**src/rtl/morse_pkg.sv**
```systemverilog
`default_nettype none
// ============================================================================
//  Module   : morse_pkg
//  Purpose  : Shared Morse definitions. It holds the letter codes, the S..Z
//             pattern table, the FSM states and the run-counter operations.
//  Revision : 1.0  initial release
// ============================================================================
package morse_pkg;

    localparam logic [2:0] LETTER_S = 3'd0;
    localparam logic [2:0] LETTER_T = 3'd1;
    localparam logic [2:0] LETTER_U = 3'd2;
    localparam logic [2:0] LETTER_V = 3'd3;
    localparam logic [2:0] LETTER_W = 3'd4;
    localparam logic [2:0] LETTER_X = 3'd5;
    localparam logic [2:0] LETTER_Y = 3'd6;
    localparam logic [2:0] LETTER_Z = 3'd7;

    // Bit i of pattern is 1 when symbol i (first sent = 0) is a dash.
    typedef struct packed {
        logic [2:0] count;
        logic [3:0] pattern;
    } letter_entry_t;

    // Indexed by letter code. The transmitter's letter mux reads the same table.
    localparam letter_entry_t LETTER_TABLE [0:7] = '{
        '{count: 3'd3, pattern: 4'b0000},   // S ...
        '{count: 3'd1, pattern: 4'b0001},   // T -
        '{count: 3'd3, pattern: 4'b0100},   // U ..-
        '{count: 3'd4, pattern: 4'b1000},   // V ...-
        '{count: 3'd3, pattern: 4'b0110},   // W .--
        '{count: 3'd4, pattern: 4'b1001},   // X -..-
        '{count: 3'd4, pattern: 4'b1101},   // Y -.--
        '{count: 3'd4, pattern: 4'b0011}    // Z --..
    };

    typedef enum logic [1:0] {
        IDLE  = 2'd0,
        MARK  = 2'd1,
        SPACE = 2'd2
    } state_e;

    typedef enum logic [1:0] {
        CTR_HOLD  = 2'd0,
        CTR_CLEAR = 2'd1,
        CTR_LOAD1 = 2'd2,
        CTR_INC   = 2'd3
    } ctr_op_e;

    // Returns {hit, code}. The code is 0 when no entry matches.
    function automatic logic [3:0] match_letter(input logic [2:0] cnt,
                                                input logic [3:0] pat);
        logic [3:0] result;
        result = 4'b0000;
        for (int k = 0; k < 8; k++) begin
            if (!result[3] && LETTER_TABLE[k].count == cnt &&
                LETTER_TABLE[k].pattern == pat) begin
                result = {1'b1, 3'(k)};
            end
        end
        return result;
    endfunction

endpackage
`default_nettype wire

```
**src/rtl/morse_decoder_if.sv**
```systemverilog
`default_nettype none
// ============================================================================
//  Module   : morse_decoder_if
//  Purpose  : Line input and decoded-letter outputs of the Morse decoder.
//             The master side drives the line. The slave side is the decoder.
//  Revision : 1.0  initial release
// ============================================================================
interface morse_decoder_if;
    logic       line_in;
    logic       letter_valid;
    logic [2:0] letter_code;
    logic       letter_match;
    logic [2:0] sym_count;
    logic [3:0] sym_pattern;
    logic       error;

    modport master (
        output line_in,
        input  letter_valid, letter_code, letter_match,
               sym_count, sym_pattern, error
    );

    modport slave (
        input  line_in,
        output letter_valid, letter_code, letter_match,
               sym_count, sym_pattern, error
    );
endinterface
`default_nettype wire

```
**src/rtl/morse_run_counter.sv**
```systemverilog
`default_nettype none
// ============================================================================
//  Module   : morse_run_counter
//  Purpose  : Saturating run-length counter. It supports clear, load-one and
//             increment operations and never wraps past MAX_COUNT.
//  Revision : 1.0  initial release
// ============================================================================
module morse_run_counter
    import morse_pkg::*;
#(
    parameter int MAX_COUNT = 16,
    parameter int WIDTH     = $clog2(MAX_COUNT + 1)
) (
    input  wire logic             clock,
    input  wire logic             resetn,
    input  wire ctr_op_e          op,
    output logic      [WIDTH-1:0] count
);

    localparam logic [WIDTH-1:0] c_max = WIDTH'(MAX_COUNT);

    logic [WIDTH-1:0] r_count;

    // Apply the requested operation. Increment holds once the limit is reached.
    always_ff @(posedge clock) begin
        if (!resetn) begin
            r_count <= '0;
        end else begin
            case (op)
                CTR_CLEAR: r_count <= '0;
                CTR_LOAD1: r_count <= WIDTH'(1);
                CTR_INC:   if (r_count != c_max) r_count <= r_count + WIDTH'(1);
                default:   r_count <= r_count;
            endcase
        end
    end

    assign count = r_count;

endmodule
`default_nettype wire

```
**src/rtl/morse_decoder.sv**
```systemverilog
`default_nettype none
// ============================================================================
//  Module   : morse_decoder
//  Purpose  : Measures mark/space runs on a Morse line. It classifies marks as
//             dot or dash and reports each letter at the inter-letter gap.
//  Revision : 1.0  initial release
// ============================================================================
module morse_decoder
    import morse_pkg::*;
#(
    parameter int UNIT_CYCLES = 25000000
) (
    input  wire logic     clock,
    input  wire logic     resetn,
    morse_decoder_if.slave bus
);

    localparam int               c_max_run  = 4 * UNIT_CYCLES;
    localparam int               c_width    = $clog2(c_max_run + 1);
    localparam logic [c_width-1:0] c_dash_min = c_width'(2 * UNIT_CYCLES);
    // Counter value on the edge before the gap is complete.
    localparam logic [c_width-1:0] c_gap_last = c_width'(3 * UNIT_CYCLES - 1);

    state_e             r_state;
    logic [2:0]         r_acc_count;
    logic [3:0]         r_acc_pattern;
    logic               r_overflow;

    logic               r_letter_valid;
    logic [2:0]         r_letter_code;
    logic               r_letter_match;
    logic [2:0]         r_sym_count;
    logic [3:0]         r_sym_pattern;
    logic               r_error;

    logic [c_width-1:0] w_run;
    ctr_op_e            w_ctr_op;
    logic               w_emit;
    logic               w_is_dash;
    logic [3:0]         w_lookup;

    morse_run_counter #(
        .MAX_COUNT (c_max_run),
        .WIDTH     (c_width)
    ) u_run_counter (
        .clock  (clock),
        .resetn (resetn),
        .op     (w_ctr_op),
        .count  (w_run)
    );

    assign w_emit    = (r_state == SPACE) && !bus.line_in && (w_run == c_gap_last);
    assign w_is_dash = (w_run >= c_dash_min);
    assign w_lookup  = match_letter(r_acc_count, r_acc_pattern);

    // Choose the run-counter operation. Every line transition restarts the count at 1.
    always_comb begin
        w_ctr_op = CTR_HOLD;
        case (r_state)
            IDLE:    w_ctr_op = bus.line_in ? CTR_LOAD1 : CTR_HOLD;
            MARK:    w_ctr_op = bus.line_in ? CTR_INC   : CTR_LOAD1;
            SPACE:   w_ctr_op = bus.line_in ? CTR_LOAD1 : (w_emit ? CTR_CLEAR : CTR_INC);
            default: w_ctr_op = CTR_CLEAR;
        endcase
    end

    // Letter FSM. It accumulates symbols and registers the decoded outputs at the gap.
    always_ff @(posedge clock) begin
        if (!resetn) begin
            r_state        <= IDLE;
            r_acc_count    <= 3'd0;
            r_acc_pattern  <= 4'd0;
            r_overflow     <= 1'b0;
            r_letter_valid <= 1'b0;
            r_letter_code  <= 3'd0;
            r_letter_match <= 1'b0;
            r_sym_count    <= 3'd0;
            r_sym_pattern  <= 4'd0;
            r_error        <= 1'b0;
        end else begin
            r_letter_valid <= 1'b0;
            case (r_state)
                IDLE: begin
                    if (bus.line_in) r_state <= MARK;
                end
                MARK: begin
                    if (!bus.line_in) begin
                        r_state <= SPACE;
                        if (r_acc_count == 3'd4) begin
                            r_overflow <= 1'b1;
                        end else begin
                            r_acc_pattern[r_acc_count[1:0]] <= w_is_dash;
                            r_acc_count <= r_acc_count + 3'd1;
                        end
                    end
                end
                SPACE: begin
                    if (bus.line_in) begin
                        r_state <= MARK;
                    end else if (w_emit) begin
                        r_state        <= IDLE;
                        r_letter_valid <= 1'b1;
                        r_sym_count    <= r_acc_count;
                        r_sym_pattern  <= r_acc_pattern;
                        r_error        <= r_overflow;
                        r_letter_match <= r_overflow ? 1'b0 : w_lookup[3];
                        r_letter_code  <= r_overflow ? 3'd0 : w_lookup[2:0];
                        r_acc_count    <= 3'd0;
                        r_acc_pattern  <= 4'd0;
                        r_overflow     <= 1'b0;
                    end
                end
                default: r_state <= IDLE;
            endcase
        end
    end

    assign bus.letter_valid = r_letter_valid;
    assign bus.letter_code  = r_letter_code;
    assign bus.letter_match = r_letter_match;
    assign bus.sym_count    = r_sym_count;
    assign bus.sym_pattern  = r_sym_pattern;
    assign bus.error        = r_error;

endmodule
`default_nettype wire

```
**src/flat_wrapper.sv**
```systemverilog
// flat-port wrapper written by rule: the top's interface ports become plain ports
module morse_decoder_flat import morse_pkg::*;
#(
    parameter int UNIT_CYCLES = 25000000
)
  (clock, resetn, bus_line_in, bus_letter_valid, bus_letter_code, bus_letter_match, bus_sym_count, bus_sym_pattern, bus_error);
  morse_decoder_if bus_i ();
  input  wire logic clock;
  input  wire logic resetn;
  input wire logic [$bits(bus_i.line_in)-1:0] bus_line_in;
  output wire logic [$bits(bus_i.letter_valid)-1:0] bus_letter_valid;
  output wire logic [$bits(bus_i.letter_code)-1:0] bus_letter_code;
  output wire logic [$bits(bus_i.letter_match)-1:0] bus_letter_match;
  output wire logic [$bits(bus_i.sym_count)-1:0] bus_sym_count;
  output wire logic [$bits(bus_i.sym_pattern)-1:0] bus_sym_pattern;
  output wire logic [$bits(bus_i.error)-1:0] bus_error;
  assign bus_i.line_in = bus_line_in;
  assign bus_letter_valid = bus_i.letter_valid;
  assign bus_letter_code = bus_i.letter_code;
  assign bus_letter_match = bus_i.letter_match;
  assign bus_sym_count = bus_i.sym_count;
  assign bus_sym_pattern = bus_i.sym_pattern;
  assign bus_error = bus_i.error;
  morse_decoder #(.UNIT_CYCLES(UNIT_CYCLES)) u_core (.clock(clock), .resetn(resetn), .bus(bus_i));
endmodule
```
**config.mk**
```make
export PLATFORM = sky130hd
export DESIGN_NAME = morse_decoder_flat
export DESIGN_NICKNAME = d
export VERILOG_FILES = /design/src/rtl/morse_pkg.sv /design/src/rtl/morse_decoder_if.sv /design/src/rtl/morse_run_counter.sv /design/src/rtl/morse_decoder.sv /design/src/flat_wrapper.sv
export SDC_FILE = /design/constraint.sdc
export NUM_CORES = 1
export LEC_CHECK = 0
export CORE_ASPECT_RATIO = 0.8
export CORE_MARGIN = 5
export CORE_UTILIZATION = 59
export DETAILED_ROUTE_END_ITERATION = 6
export HOLD_SLACK_MARGIN = 0.1
export PLACE_DENSITY_LB_ADDON = 0.1
export SLEW_MARGIN = 20
export SYNTH_ARGS = -nofsm -noshare
export SYNTH_HDL_FRONTEND = slang
export SYNTH_SLANG_ARGS = --single-unit
```
**constraint.sdc**
```tcl
create_clock -name clock -period 3.9 [get_ports clock]
set_clock_uncertainty 0.1 [all_clocks]
set_input_delay 0.975 -clock clock [delete_from_list [all_inputs] [get_ports clock]]
set_output_delay 0.975 -clock clock [all_outputs]
set_load 0.005 [all_outputs]
```
==> metrics.md <==
| Metric | Value |
|---|---|
| Status | `finished, final reports clean` |
| Slew HR | `50.0%` |
| Sequential-to-total area share from yosys stat | `37.4%` |
| Diodes inserted | `0` |
| H-tree depth | `2` |
| Hold slack | `0.352 ns` |
| Root Buffer Master | `clkbuf_8` |
| Commonest non-fill, non-tap cell in the layout | `dfxtp_1` |
| Fmax | `286 MHz` |
| Seq pwr share | `50.2%` |
| # hold bufs at CTS | `0` |
| Fin crit period | `3.49 ns` |
| First-pass GRT wire length | `10.5 mm` |
| Fraction of layout cells with a size suffix above 1 | `4.71%` |
| Cell Area, Synth | `2670 sq um` |
| Fin area | `2990 sq um` |
| Drt via density | `5.94` |
| Mapped Cells | `331` |
| Startpoint types | `register` |
| GRT Residual Overflow | `0` |
| Syn Nets | `343` |
| Critical-path cell list | `nor4_1, nand3_1, or4_1, a21oi_1, o21ai_1, ha_1, nand2b_1, nand2b_1, nor4_1, xnor2_1, nor2_1` |
| Sink Count | `50` |
| Setup crit start | `u_core.u_run_counter.count[17]` |
| CP Class | `reg2reg` |
| Slack of the worst reg-to-reg path | `0.41 ns` |
| Yosys cell types | `50` |
| Starting Density | `62.4%` |
| Final setup margin | `0.406 ns` |
| Logic pwr share | `6.2%` |
| Worst hold path type | `reg2reg` |
| Worst-path fanout max | `8` |
| IO Count | `16` |
| Crit. End Element | `register` |
| Num CTS Buffers | `5` |
| Routed Antenna Nets | `0` |
| Area delta synth->final | `11.9%` |
| Clk_lat worst skew | `0.31 ns` |
| PwrDens | `345 nW/um^2` |
| Routed vias | `2359` |
| P_int | `808 uW` |
| FF-to-FF Start | `u_core.u_run_counter.count[17]` |
| Fin nets | `351` |
| Switching part of the total | `21.6%` |
| Die X | `85.3 um` |
| Postcts setup bufs | `0` |
| Initial antenna violation count | `0` |
| Slew Viols, Final | `0` |
| # setup viols final | `0` |
| Final-report hold violation count | `0` |
| Max cap viols | `0` |
| Die area | `5990 sq um` |
| Pin count of the biggest net entering global routing | `22` |
| Tot GR Track Use | `21.6%` |
| Max incr delay on CP | `0.63 ns` |
| Core area | `4280 sq um` |
| Synthesis-stage register bit count | `50` |
| FF-to-FF path depth | `11` |
| RSZ-0062 raised after global routing | `no` |
| Actual slew at the worst max-slew pin | `0.748 ns` |
| Synth async-reset ratio | `0%` |
| Std cell rows | `21` |
| Final period util | `89.6%` |
| Hpwl dp | `4.49 mm` |
| DIE HEIGHT | `70.2 um` |
| Post-DP Area | `2850 sq um` |
| CTS tree | `built` |
| GPL Wtd Cong | `0.890` |
| Drt initial violations | `261` |
| Most frequent cells in the layout | `dfxtp_1, nor2_1, nand2_1` |
| EDFF count, synth | `0` |
| Final wirelength | `6.18 mm` |
| Worst setup endpoint | `u_core.u_run_counter.count[25]` |
| TNS Setup | `0 ns` |
| IO buf count | `15` |
| DRC errors left | `0` |
| TritonRoute pass-1 iters | `4` |
| Drt wl/cell | `15.6 um` |
| Clock power frac | `43.6%` |
| Vias in the first global route | `2106` |
| Crit path DAT | `3.60 ns` |
| Syn Area/Cell | `8.08 sq um` |
| Clock Pin Slew Worst Setup and Hold Paths | `0.09 ns` |
| Resized cells post-CTS | `0` |
| CP max stage cell | `or4_1` |
| Net Switching | `223 uW` |
| Worst Path Required | `4.00 ns` |
| Reg2reg end | `u_core.u_run_counter.count[25]` |
| Ys Warns | `0` |
| Synth Flop Type | `dfxtp_1` |
| Max rail drop VDD | `0.000235 V` |
| Pre-CTS setup slack | `0.365 ns` |
| Clock tree buffer depth | `2` |
| Leakage Power | `1.07 nW` |
## layer usage
layer / global-route usage [%] / up-vias / share of wire, %
li1: - / 1201 / -
met1: 34.3 / 1081 / 52
met2: 29.1 / 72 / 40
met3: 4.00 / 5 / 6.8
met4: 5.80 / 0 / 0.66
met5: 0 / - / 0
## sequential cells by signal (all words and copies together), names as in the netlist
name	count
u_core.r_overflow	1
u_core.u_run_counter.count	27
u_core.bus.letter_match	1
u_core.bus.sym_count	3
u_core.bus.sym_pattern	4
u_core.r_acc_count	3
u_core.bus.letter_valid	1
u_core.r_state	2
u_core.r_acc_pattern	4
u_core.bus.letter_code	3
u_core.bus.error	1
## area by class of cell
type | instances | area (sq um)
clock buffers | 6 | 82.6
clock inverters | 2 | 60.1
fillers | 368 | 1290
inverters | 12 | 45.0
multi-input cells | 250 | 1540
flip-flops and latches | 50 | 1000
well taps | 57 | 71.3
repair buffers | 20 | 188
## synth_stat cells, types with 3 or more instances
library cell	count	area, sq um
nand2_1	25	93.8
xor2_1	6	52.6
nand4b_1	3	26.3
and3_1	9	56.3
ha_1	9	113
or4_1	6	45.0
nor4_1	6	37.5
buf_2	4	20.0
nor4b_1	3	26.3
o211ai_1	3	22.5
o21ai_0	11	55.1
clkbuf_1	14	52.6
nand3_1	15	75.1
o21ai_1	5	25.0
a21oi_1	19	95.1
nor2_1	45	169
mux2i_1	9	90.1
nand2b_1	6	37.5
a211oi_1	3	22.5
xnor2_1	8	70.1
inv_1	12	45.0
nand4_1	13	81.3
nor3_1	5	25.0
dfxtp_1	50	1000
or3_1	7	43.8
nor2b_1	5	31.3
## cells by family (layout without fill, tap and decap cells)
kind of cell | after synthesis | count (layout) | synth area share [%]
xor gates and xnor gates | 14 | 14 | 4.59
DFF | 50 | 50 | 37.4
AOI/OAI and AO/OA | 59 | 59 | 14.0
muxes | 9 | 9 | 3.37
and+or+nand+nor | 159 | 159 | 31.6
adders and majority gates | 9 | 9 | 4.21
buffers and inverters | 31 | 40 | 4.82
## worst max-delay path: cells and delay by family (launching register included)
family / cells / cell delay (ns)
AOI/OAI and AO/OA: 2 / 0.29
xor gates and xnor gates: 1 / 0.16
adders and majority gates: 1 / 0.35
DFF: 1 / 0.37
and+or+nand+nor: 7 / 2.12
## how the worst min path moves through the flow
stage	start	end	slack (ns)	cells past startpoint
2_1_floorplan	u_core.bus.letter_code[2]	u_core.bus.letter_code[2]	0.35	2
3_3_place_gp	u_core.bus.letter_code[0]	u_core.bus.letter_code[0]	0.34	2
3_5_place_dp	u_core.bus.letter_code[1]	u_core.bus.letter_code[1]	0.34	2
4_1_cts	u_core.bus.letter_code[1]	u_core.bus.letter_code[1]	0.36	2
5_1_grt	u_core.bus.letter_code[0]	u_core.bus.letter_code[0]	0.38	2
6_report	u_core.bus.letter_code[0]	u_core.bus.letter_code[0]	0.35	2
## through the flow
stage | cells | utilization [%] | total power [mW]
3_3_place_gp | 389 | 66.5 | 0.590
3_5_place_dp | 389 | 66.5 | 0.591
2_1_floorplan | 331 | - | 0.570
4_1_cts | 397 | 69.9 | 1.04
5_1_grt | 397 | 69.9 | 1.07
6_report | 397 | 69.9 | 1.03
## power by group through the flow
stage | Combinational (mW) | Sequential (mW) | Clock [mW]
floorplan | 0.0415 | 0.528 | 0
global placement | 0.0609 | 0.529 | 0
detailed placement | 0.0619 | 0.529 | 0
CTS | 0.0635 | 0.517 | 0.457
global route | 0.0709 | 0.518 | 0.476
finish | 0.0642 | 0.517 | 0.450
Note: power is estimated with default switching activity, not from simulation.
